==> src/rtl/alarm_unit.sv <==
// Alarm stage fed by the hmsv2 timekeeper. It holds a programmable alarm
// time (hours/minutes), rings when the live time reaches it, and supports
// snooze, stop, disarm and an automatic ring timeout.
module alarm_unit #(
    parameter int unsigned SNOOZE_MIN = 5,
    parameter int unsigned RING_SEC   = 60
) (
    input  logic       clk,
    input  logic       rst,
    input  logic [4:0] hrs,
    input  logic [5:0] min,
    input  logic [5:0] sec,
    input  logic       set_en,
    input  logic       sel,
    input  logic       inc,
    input  logic       dec,
    input  logic       arm,
    input  logic       snooze,
    input  logic       stop,
    output logic [4:0] al_hrs,
    output logic [5:0] al_min,
    output logic       field,
    output logic       ringing,
    output logic       snoozed
);

    typedef enum logic [1:0] {
        IDLE   = 2'd0,
        RING   = 2'd1,
        SNOOZE = 2'd2
    } state_e;

    // Last ring_cnt value before timeout and the snooze reload, in ticks.
    localparam logic [7:0]  RING_LAST = 8'(RING_SEC - 1);
    localparam logic [11:0] SNZ_LOAD  = 12'(SNOOZE_MIN * 60);

    state_e      state_q, state_d;
    logic [4:0]  al_hrs_q, al_hrs_d;
    logic [5:0]  al_min_q, al_min_d;
    logic        field_q, field_d;
    logic [7:0]  ring_cnt_q, ring_cnt_d;
    logic [11:0] snz_cnt_q, snz_cnt_d;
    logic [5:0]  sec_q;
    logic        ringing_q, ringing_d;
    logic        snoozed_q, snoozed_d;

    logic tick;
    logic match;

    // A change of the seconds value is the only timebase available here.
    assign tick  = (sec != sec_q);
    // Requiring the tick into second 0 prevents a retrigger within the minute.
    assign match = arm && !set_en && tick && (sec == 6'd0) &&
                   (hrs == al_hrs_q) && (min == al_min_q);

    // Alarm-time editing: wrap-around inc/dec on the selected field.
    always_comb begin
        // NOTE: every variable gets a default first so no path can infer a latch.
        al_hrs_d = al_hrs_q;
        al_min_d = al_min_q;
        field_d  = field_q;
        if (set_en) begin
            // inc and dec together cancel; the edit uses the field before sel.
            if (inc && !dec) begin
                if (field_q) al_min_d = (al_min_q == 6'd59) ? 6'd0 : al_min_q + 6'd1;
                else         al_hrs_d = (al_hrs_q == 5'd23) ? 5'd0 : al_hrs_q + 5'd1;
            end else if (dec && !inc) begin
                if (field_q) al_min_d = (al_min_q == 6'd0) ? 6'd59 : al_min_q - 6'd1;
                else         al_hrs_d = (al_hrs_q == 5'd0) ? 5'd23 : al_hrs_q - 5'd1;
            end
            if (sel) field_d = ~field_q;
        end else begin
            field_d = 1'b0;
        end
    end

    // Ring/snooze FSM next state and counters; disarm or set mode overrides all.
    always_comb begin
        state_d    = state_q;
        ring_cnt_d = ring_cnt_q;
        snz_cnt_d  = snz_cnt_q;
        if (!arm || set_en) begin
            state_d = IDLE;
        end else begin
            unique case (state_q)
                IDLE: begin
                    if (match) begin
                        state_d    = RING;
                        ring_cnt_d = 8'd0;
                    end
                end
                RING: begin
                    if (stop) begin
                        state_d = IDLE;
                    end else if (snooze) begin
                        state_d   = SNOOZE;
                        snz_cnt_d = SNZ_LOAD;
                    end else if (tick) begin
                        if (ring_cnt_q == RING_LAST) state_d = IDLE;
                        else                          ring_cnt_d = ring_cnt_q + 8'd1;
                    end
                end
                SNOOZE: begin
                    if (stop) begin
                        state_d = IDLE;
                    end else if (tick) begin
                        if (snz_cnt_q == 12'd1) begin
                            state_d    = RING;
                            ring_cnt_d = 8'd0;
                        end else begin
                            snz_cnt_d = snz_cnt_q - 12'd1;
                        end
                    end
                end
                default: state_d = IDLE;
            endcase
        end
        ringing_d = (state_d == RING);
        snoozed_d = (state_d == SNOOZE);
    end

    // State register; reset also clears the programmed alarm time.
    always_ff @(posedge clk) begin
        if (rst) begin
            state_q    <= IDLE;
            al_hrs_q   <= 5'd0;
            al_min_q   <= 6'd0;
            field_q    <= 1'b0;
            ring_cnt_q <= 8'd0;
            snz_cnt_q  <= 12'd0;
            sec_q      <= 6'd0;
            ringing_q  <= 1'b0;
            snoozed_q  <= 1'b0;
        end else begin
            // NOTE: non-blocking assignments so all flops update from pre-edge values.
            state_q    <= state_d;
            al_hrs_q   <= al_hrs_d;
            al_min_q   <= al_min_d;
            field_q    <= field_d;
            ring_cnt_q <= ring_cnt_d;
            snz_cnt_q  <= snz_cnt_d;
            sec_q      <= sec;
            ringing_q  <= ringing_d;
            snoozed_q  <= snoozed_d;
        end
    end

    assign al_hrs  = al_hrs_q;
    assign al_min  = al_min_q;
    assign field   = field_q;
    assign ringing = ringing_q;
    assign snoozed = snoozed_q;

endmodule

==> config.mk <==
export PLATFORM = sky130hd
export DESIGN_NAME = alarm_unit
export DESIGN_NICKNAME = d
export VERILOG_FILES = /design/src/rtl/alarm_unit.sv
export SDC_FILE = /design/constraint.sdc
export NUM_CORES = 1
export LEC_CHECK = 0
export ABC_AREA = 1
export CAP_MARGIN = 40
export CORE_MARGIN = 8
export CORE_UTILIZATION = 35
export DETAILED_ROUTE_END_ITERATION = 10
export GPL_TIMING_DRIVEN = 0
export HOLD_SLACK_MARGIN = 0.03
export PLACE_DENSITY = 0.54
export SLEW_MARGIN = 20
export SYNTH_ARGS = -nofsm -noshare
export SYNTH_HDL_FRONTEND = slang
export SYNTH_SLANG_ARGS = --single-unit
==> constraint.sdc <==
create_clock -name clk -period 3.7 [get_ports clk]
set_clock_uncertainty 0.15 [all_clocks]
set_input_delay 0.74 -clock clk [delete_from_list [all_inputs] [get_ports clk]]
set_output_delay 0.74 -clock clk [all_outputs]
set_load 0.01 [all_outputs]
==> summary.txt, run 1 <==
Non-Filler Instances = 610
Detailed Route Iter0 Violations = 98
Antenna Nets Post-Route = 0
gr usage total = 13.1%
DRC viols = 0
first-pass iteration count of the detailed router = 4
layout net count = 540
Tcrit/Tclk final = 67.9%
FMAX = 398 MHz
first-pass GRT wire length = 12.7 mm
routability cong. = 0.850
kind of critical path = primary input to register
most frequent cells in the layout = nand2_1, nor2_1, inv_1
Area after DPL = 3500 sq um
Post-Route WL = 7.22 mm
clock latency on the worst-skew pair = 0.29 ns
maximum clock path buffer count = 2
initial core utilization = 36.2%
Cells after DPL = 602
Peak VDD IR = 136 uV
Die Wd = 108 um
Worst R2R Path Depth = 12
ant diodes = 0
Setup crit end kind = register
fillers = 886
FF-to-FF End = ring_cnt_q[1]$_SDFFE_PP0P_
Synth Cell Area = 2980 sq um
status = complete, no violations
via count = 2919
CTS root buffer = clkbuf_8
CTS tree = built
CTS Hold Buffers Added = 0
Die Area = 11700 sq um
sequential-to-total area share from yosys stat = 28.2%
Slew headroom = 63.0%
# clock sinks = 42
FF+latch count, synth = 42
Final Hold Viols = 0
total gr overflow = 0
Netlist cell types = 37
Post-DP HPWL = 5.57 mm
Hold WC Path Type = register to register
mean post-synth cell area = 6.50 sq um
Setup Viol. Count Final = 0
Critical Path AT = 2.55 ns
share of cells above drive strength 1 = 11.9%
Die Y = 108 um
largest net degree at the start of global routing = 13
commonest non-fill, non-tap cell in the layout = nand2_1
leakage power = 1.62 nW
Seq. cell area = 841 sq um
vias in the first global route = 2783
area leader, netlist = dfxtp_1
Power Dens Cells = 292 nW/um^2
Post-Syn Nets = 494
Period minus WS final = 2.51 ns
Clock transition at path regs = 0.08 ns
reg2reg setup slack = 1.78 ns
# resized after CTS = 0
Crit Reg-Reg Startpoint = al_hrs[2]$_SDFFE_PP0P_
final core utilization = 43.9%
mean routed wirelength per cell = 11.8 um
Final TNS setup = 0 ns
Hold EP = snz_cnt_q[11]$_SDFFE_PP0P_
max-slew violations = 0
# port buffers = 39
crit-path max FO = 10
vias per cell = 4.79
number of max-cap violations = 0
dominant cells by area after synthesis = dfxtp_1, nand2_1, nor2_1, inv_1, xor2_1
worst hold path depth = 2
yosys warns = 0
Area Growth Syn to Fin = 21.1%
cts bufs inserted = 5
Post-CTS Setup Bufs = 0
top cell type's share of synthesized area = 28.2%
core area = 8220 sq um
startpoint of the worst hold path = snz_cnt_q[11]$_SDFFE_PP0P_
Design Area, Final = 3610 sq um
Multi-input gate area = 1830 sq um
Worst Tran Pin Value = 0.555 ns
Cells after Synth = 458
initial antenna violation count = 0
H-tree depth = 2
startpoint types = primary input
CP required = 3.74 ns
IO Count = 40
num rows = 33
unrepaired setup endpoints after global routing = no
-- synthesized netlist by cell type --
master    instances
nor2_4            3
nand2_2           5
nor4_1            3
inv_2            17
a21oi_1          22
o211ai_1          6
buf_4             1
a221oi_1          2
nand4_1          17
nor2_1           58
clkinv_1          1
a22oi_1           1
inv_4             1
nand3_1          24
ha_1             10
nand3_2           1
o21ai_1           1
nor2_2           13
a21oi_2           1
clkbuf_1          3
xnor2_1           5
o21ai_0          12
o21bai_1          2
nor2_8            3
o311ai_0          1
nand3_4           2
a31oi_1           5
nor3_1            6
or2_2             1
nand2_4           2
xor2_1           15
nand2_1         116
inv_1            51
dfxtp_1          42
buf_2             3
a311oi_1          1
buf_6             1
-- stage by stage --
step           power (W)  hold WS [ns]  worst slack (ns)
2_1_floorplan   0.000620         0.294              1.66
3_3_place_gp    0.000702         0.303             0.895
3_5_place_dp    0.000704         0.316             0.888
4_1_cts          0.00107         0.333              1.20
5_1_grt          0.00112         0.372              1.04
6_report         0.00105         0.329              1.19
-- state kept, by name, summed over array words and instances (netlist names) --
register,cells
field,1
snz_cnt_q,12
state_q,2
ringing,1
snoozed,1
ring_cnt_q,8
sec_q,6
al_hrs,5
al_min,6
-- report_power, final --
group / internal [W] / total, W / switching [W]
combinational: 0.0000961 / 0.000211 / 0.000115
clock: 0.000202 / 0.000360 / 0.000158
sequential: 0.000465 / 0.000481 / 0.0000158
-- worst max path at each step --
stage | startpoint | endpoint | slack [ns] | cells after the start
detailed placement | dec | al_min[3]$_SDFFE_PP0P_ | 0.89 | 9
CTS | dec | al_min[3]$_SDFFE_PP0P_ | 1.20 | 9
finish | inc | al_min[3]$_SDFFE_PP0P_ | 1.19 | 8
floorplan | dec | al_min[5]$_SDFFE_PP0P_ | 1.66 | 8
global route | dec | al_min[3]$_SDFFE_PP0P_ | 1.04 | 9
global placement | inc | al_min[3]$_SDFFE_PP0P_ | 0.90 | 8
-- per-layer routing --
metal	wire [um]	track usage, %	up-vias	share of wire (%)
met5	0	0	-	0
met4	204	6.34	0	2.8
met3	238	2.86	17	3.3
met2	3280	20.8	37	45
met1	3500	16.3	1310	48
li1	-	-	1555	-
-- worst max-delay path, stage by stage --
cell and delay (ns):
clkdlybuf4s50_1 0.48, ha_1 0.17, buf_2 0.25, clkinv_1 0.29, a21oi_1 0.34, o211ai_1 0.13, o211ai_1 0.10, inv_1 0.05
-- kinds of logic (layout without fill, tap and decap cells) --
logic type                 count (synthesis)  count (layout)  share of synthesized area (%)
AOI/OAI and AO/OA                         54              54                           10.7
xor gates and xnor gates                  20              20                           5.88
adders and majority gates                 10              10                           4.20
buffers and inverters                     78             125                           10.4
DFF                                       42              42                           28.2
and+or+nand+nor                          254             254                           40.6
-- layout make-up --
type | count | area share, %
Tap cell | 105 | 3.64
Inverter | 70 | 7.36
Clock inverter | 1 | 0.833
Sequential cell | 42 | 23.3
Clock buffer | 7 | 2.12
Timing Repair Buffer | 39 | 10.8
Buffer | 8 | 1.25
Multi-Input combinational cell | 338 | 50.7
Power figures use the tool's default switching activity.
==> run 2, diff against run 1 <==
==> constraint.sdc (replaced) <==
create_clock -name clk -period 2.5 [get_ports clk]
set_clock_uncertainty 0.15 [all_clocks]
set_input_delay 0.5 -clock clk [delete_from_list [all_inputs] [get_ports clk]]
set_output_delay 0.5 -clock clk [all_outputs]
set_load 0.01 [all_outputs]
==> results of run 2 <==
The final DEF is identical to that of run 1. Status: complete, no violations.
Among the figures that moved: setup slack after placement 0.888 ns -> -0.0720 ns; setup slack after layout 1.19 ns -> 0.230 ns; register-to-register setup slack 1.78 ns -> 0.58 ns; total power 0.00105 W -> 0.00156 W; worst IR drop on VDD 136 uV -> 202 uV
==> edit: new RTL, flow settings as in run 2 <==
One comparison of `ring_cnt_q` changes from == to >=.
--- a/src/rtl/alarm_unit.sv
+++ b/src/rtl/alarm_unit.sv
@@ -96,7 +96,7 @@
                         state_d   = SNOOZE;
                         snz_cnt_d = SNZ_LOAD;
                     end else if (tick) begin
-                        if (ring_cnt_q == RING_LAST) state_d = IDLE;
+                        if (ring_cnt_q >= RING_LAST) state_d = IDLE;
                         else                          ring_cnt_d = ring_cnt_q + 8'd1;
                     end
                 end
Check against the original RTL: no difference found for any inputs over 10 cycles, from zero or initial values and one cycle with rst high; that may be too few to reach the edited logic, so the function may still have changed.
==> edit against run 2 <==
- maximum frequency increased by 3.7%
- utilization decreased by 0.23 points
- wire length decreased by 1.3%
- worst hold slack got worse by 0.029 ns
- worst setup slack improved by 0.081 ns
- cell area decreased by 1.5%
- combinational power increased by 1%
- sequential cell count unchanged
- cell count decreased by 2.0%
- total power increased by 0.61%
- synthesized area decreased by 1.9%
- critical path type unchanged
==> edit: results (changes against run 2) <==
pin count of the biggest net entering global routing 14 (was 13); slowest CP cell clkdlybuf4s50_1 (unchanged); CTS max path bufs 2 (unchanged); Compound-Gate Fraction of Synth Area 0.105 (was 0.107); drt first pass iters 4 (unchanged); WL final 7130 um (was 7220 um); Top FF cell, synth dfxtp_1 (unchanged); fraction of layout cells with a size suffix above 1 0.112 (was 0.119); sequential share of the synthesized area 0.288 (was 0.282); nets@finish 528 (was 540); CP Max Fanout 8 (was 10); Reg2Reg Capture Point ring_cnt_q[2] (was ring_cnt_q[1]); crit path capture al_min[4] (was al_min[3]); async set-or-reset flop fraction in the synthesized netlist 0 (unchanged); DRT iter0 DRCs 94 (was 98); postcts setup bufs 0 (unchanged); Setup crit start dec (was inc); post-synthesis adder-cell area fraction 0.0428 (was 0.0420); Syn Nets 482 (was 494); synthesized-area fraction occupied by xor and xnor cells 0.0660 (was 0.0588); reg2reg start ring_cnt_q[0] (was al_hrs[2]); final worst path period need 2.19 ns (was 2.27 ns); Final Max Tran Viols 0 (unchanged); n_diodes 0 (unchanged); worst-margin pin slew 0.537 ns (was 0.555 ns); Pleak 1.60 nW (was 1.62 nW); pre-CTS WS 0.00469 ns (was -0.0720 ns); final HPWL from detailed placement 5540 um (was 5570 um); vias in the first global route 2726 (was 2783); Post-CTS Resized 0 (unchanged); H-tree Lvls 2 (unchanged); placer congestion estimate 0.882 (was 0.850); count of different cell masters after synthesis 38 (was 37); peak supply drop 198 uV (was 202 uV); Filler cells 852 (was 886); Synth Warn # 0 (unchanged); synth top area cells dfxtp_1 29%, nand2_1 14%, nor2_1 8.0% (was dfxtp_1 28%, nand2_1 15%, nor2_1 7.3%); Reg clk slew, reported paths about 0.09 ns; Via density 4.74 (was 4.79); Root Buffer clkbuf_8 (unchanged); Worst Path Arrival 2.24 ns (was 2.31 ns); run status finished, final reports clean (unchanged); synth cell count leaders 111 x nand2_1, 62 x nor2_1, 52 x inv_1 (was 116 x nand2_1, 58 x nor2_1, 51 x inv_1); r2r setup slk 0.55 ns (was 0.58 ns); port buffer count 39 (unchanged); worst r2r path cells 9 (was 12); mux cell area share after synthesis 0 (unchanged); first-pass GRT wire length 12300 um (was 12700 um); Skew-Pair Late Insertion Delay around 0.3 ns; Total GRT Usage 0.128 (was 0.131)
-- edit: how the worst min path moves through the flow --
stage,slack [ns],end,startpoint,cells after the start
after floorplan,0.27,ring_cnt_q[6],ring_cnt_q[6],2
after global placement,0.28,ring_cnt_q[7],ring_cnt_q[7],2
after detailed placement,0.29,ring_cnt_q[6],ring_cnt_q[6],2
after CTS,0.30,ring_cnt_q[6],ring_cnt_q[6],2
after global routing,0.32,ring_cnt_q[6],ring_cnt_q[6],2
final,0.30,ring_cnt_q[6],ring_cnt_q[6],2
-- edit: cell families (layout without fill, tap and decap cells) --
kind of cell	count (synthesis)	in the layout
simple gates	246	246
buf+inv	74	121
compound gates	52	52
flops	42	42
xor+xnor	22	22
fa+ha+maj	10	10
-- edit: per-layer routing --
| metal | part of all wire | vias to the layer above | GRT usage | routed length (um) |
|---|---|---|---|---|
| li1 | - | 1509 | - | - |
| met1 | 0.48 | 1271 | 0.154 | 3440 |
| met2 | 0.47 | 49 | 0.225 | 3370 |
| met4 | 0.0074 | 0 | 0.0396 | 53 |
| met3 | 0.038 | 4 | 0.0251 | 268 |
| met5 | 0 | - | 0 | 0 |
-- edit: worst max-delay path: cells and delay by family --
family                     cells  cell delay (ns)
AOI/OAI and AO/OA              4             0.74
and+or+nand+nor                1             0.22
buffers and inverters          3             0.59
adders and majority gates      1             0.18
-- edit: per-stage QoR --
step                      std cells  power, mW   util  instance area (um2)
after global routing            598       1.66  0.437                 3550
final                           598       1.57  0.437                 3550
after CTS                       598       1.60  0.437                 3550
after floorplan                 446      0.919      -                 2920
after detailed placement        590       1.04  0.423                 3440
after global placement          590       1.04  0.423                 3440
-- edit: final cells by class --
cell class	instances	area share
timing repair buffer	39	0.110
inverter	64	0.0677
clock inverter	3	0.0113
tap	105	0.0370
buffer	10	0.0159
clock buffer	5	0.0194
sequential	42	0.237
multi-input combinational	330	0.502
-- edit: where the power goes --
part | switching, mW | internal (mW)
Clock | 0.247 | 0.294
Sequential | 0.0206 | 0.689
Combinational | 0.171 | 0.146
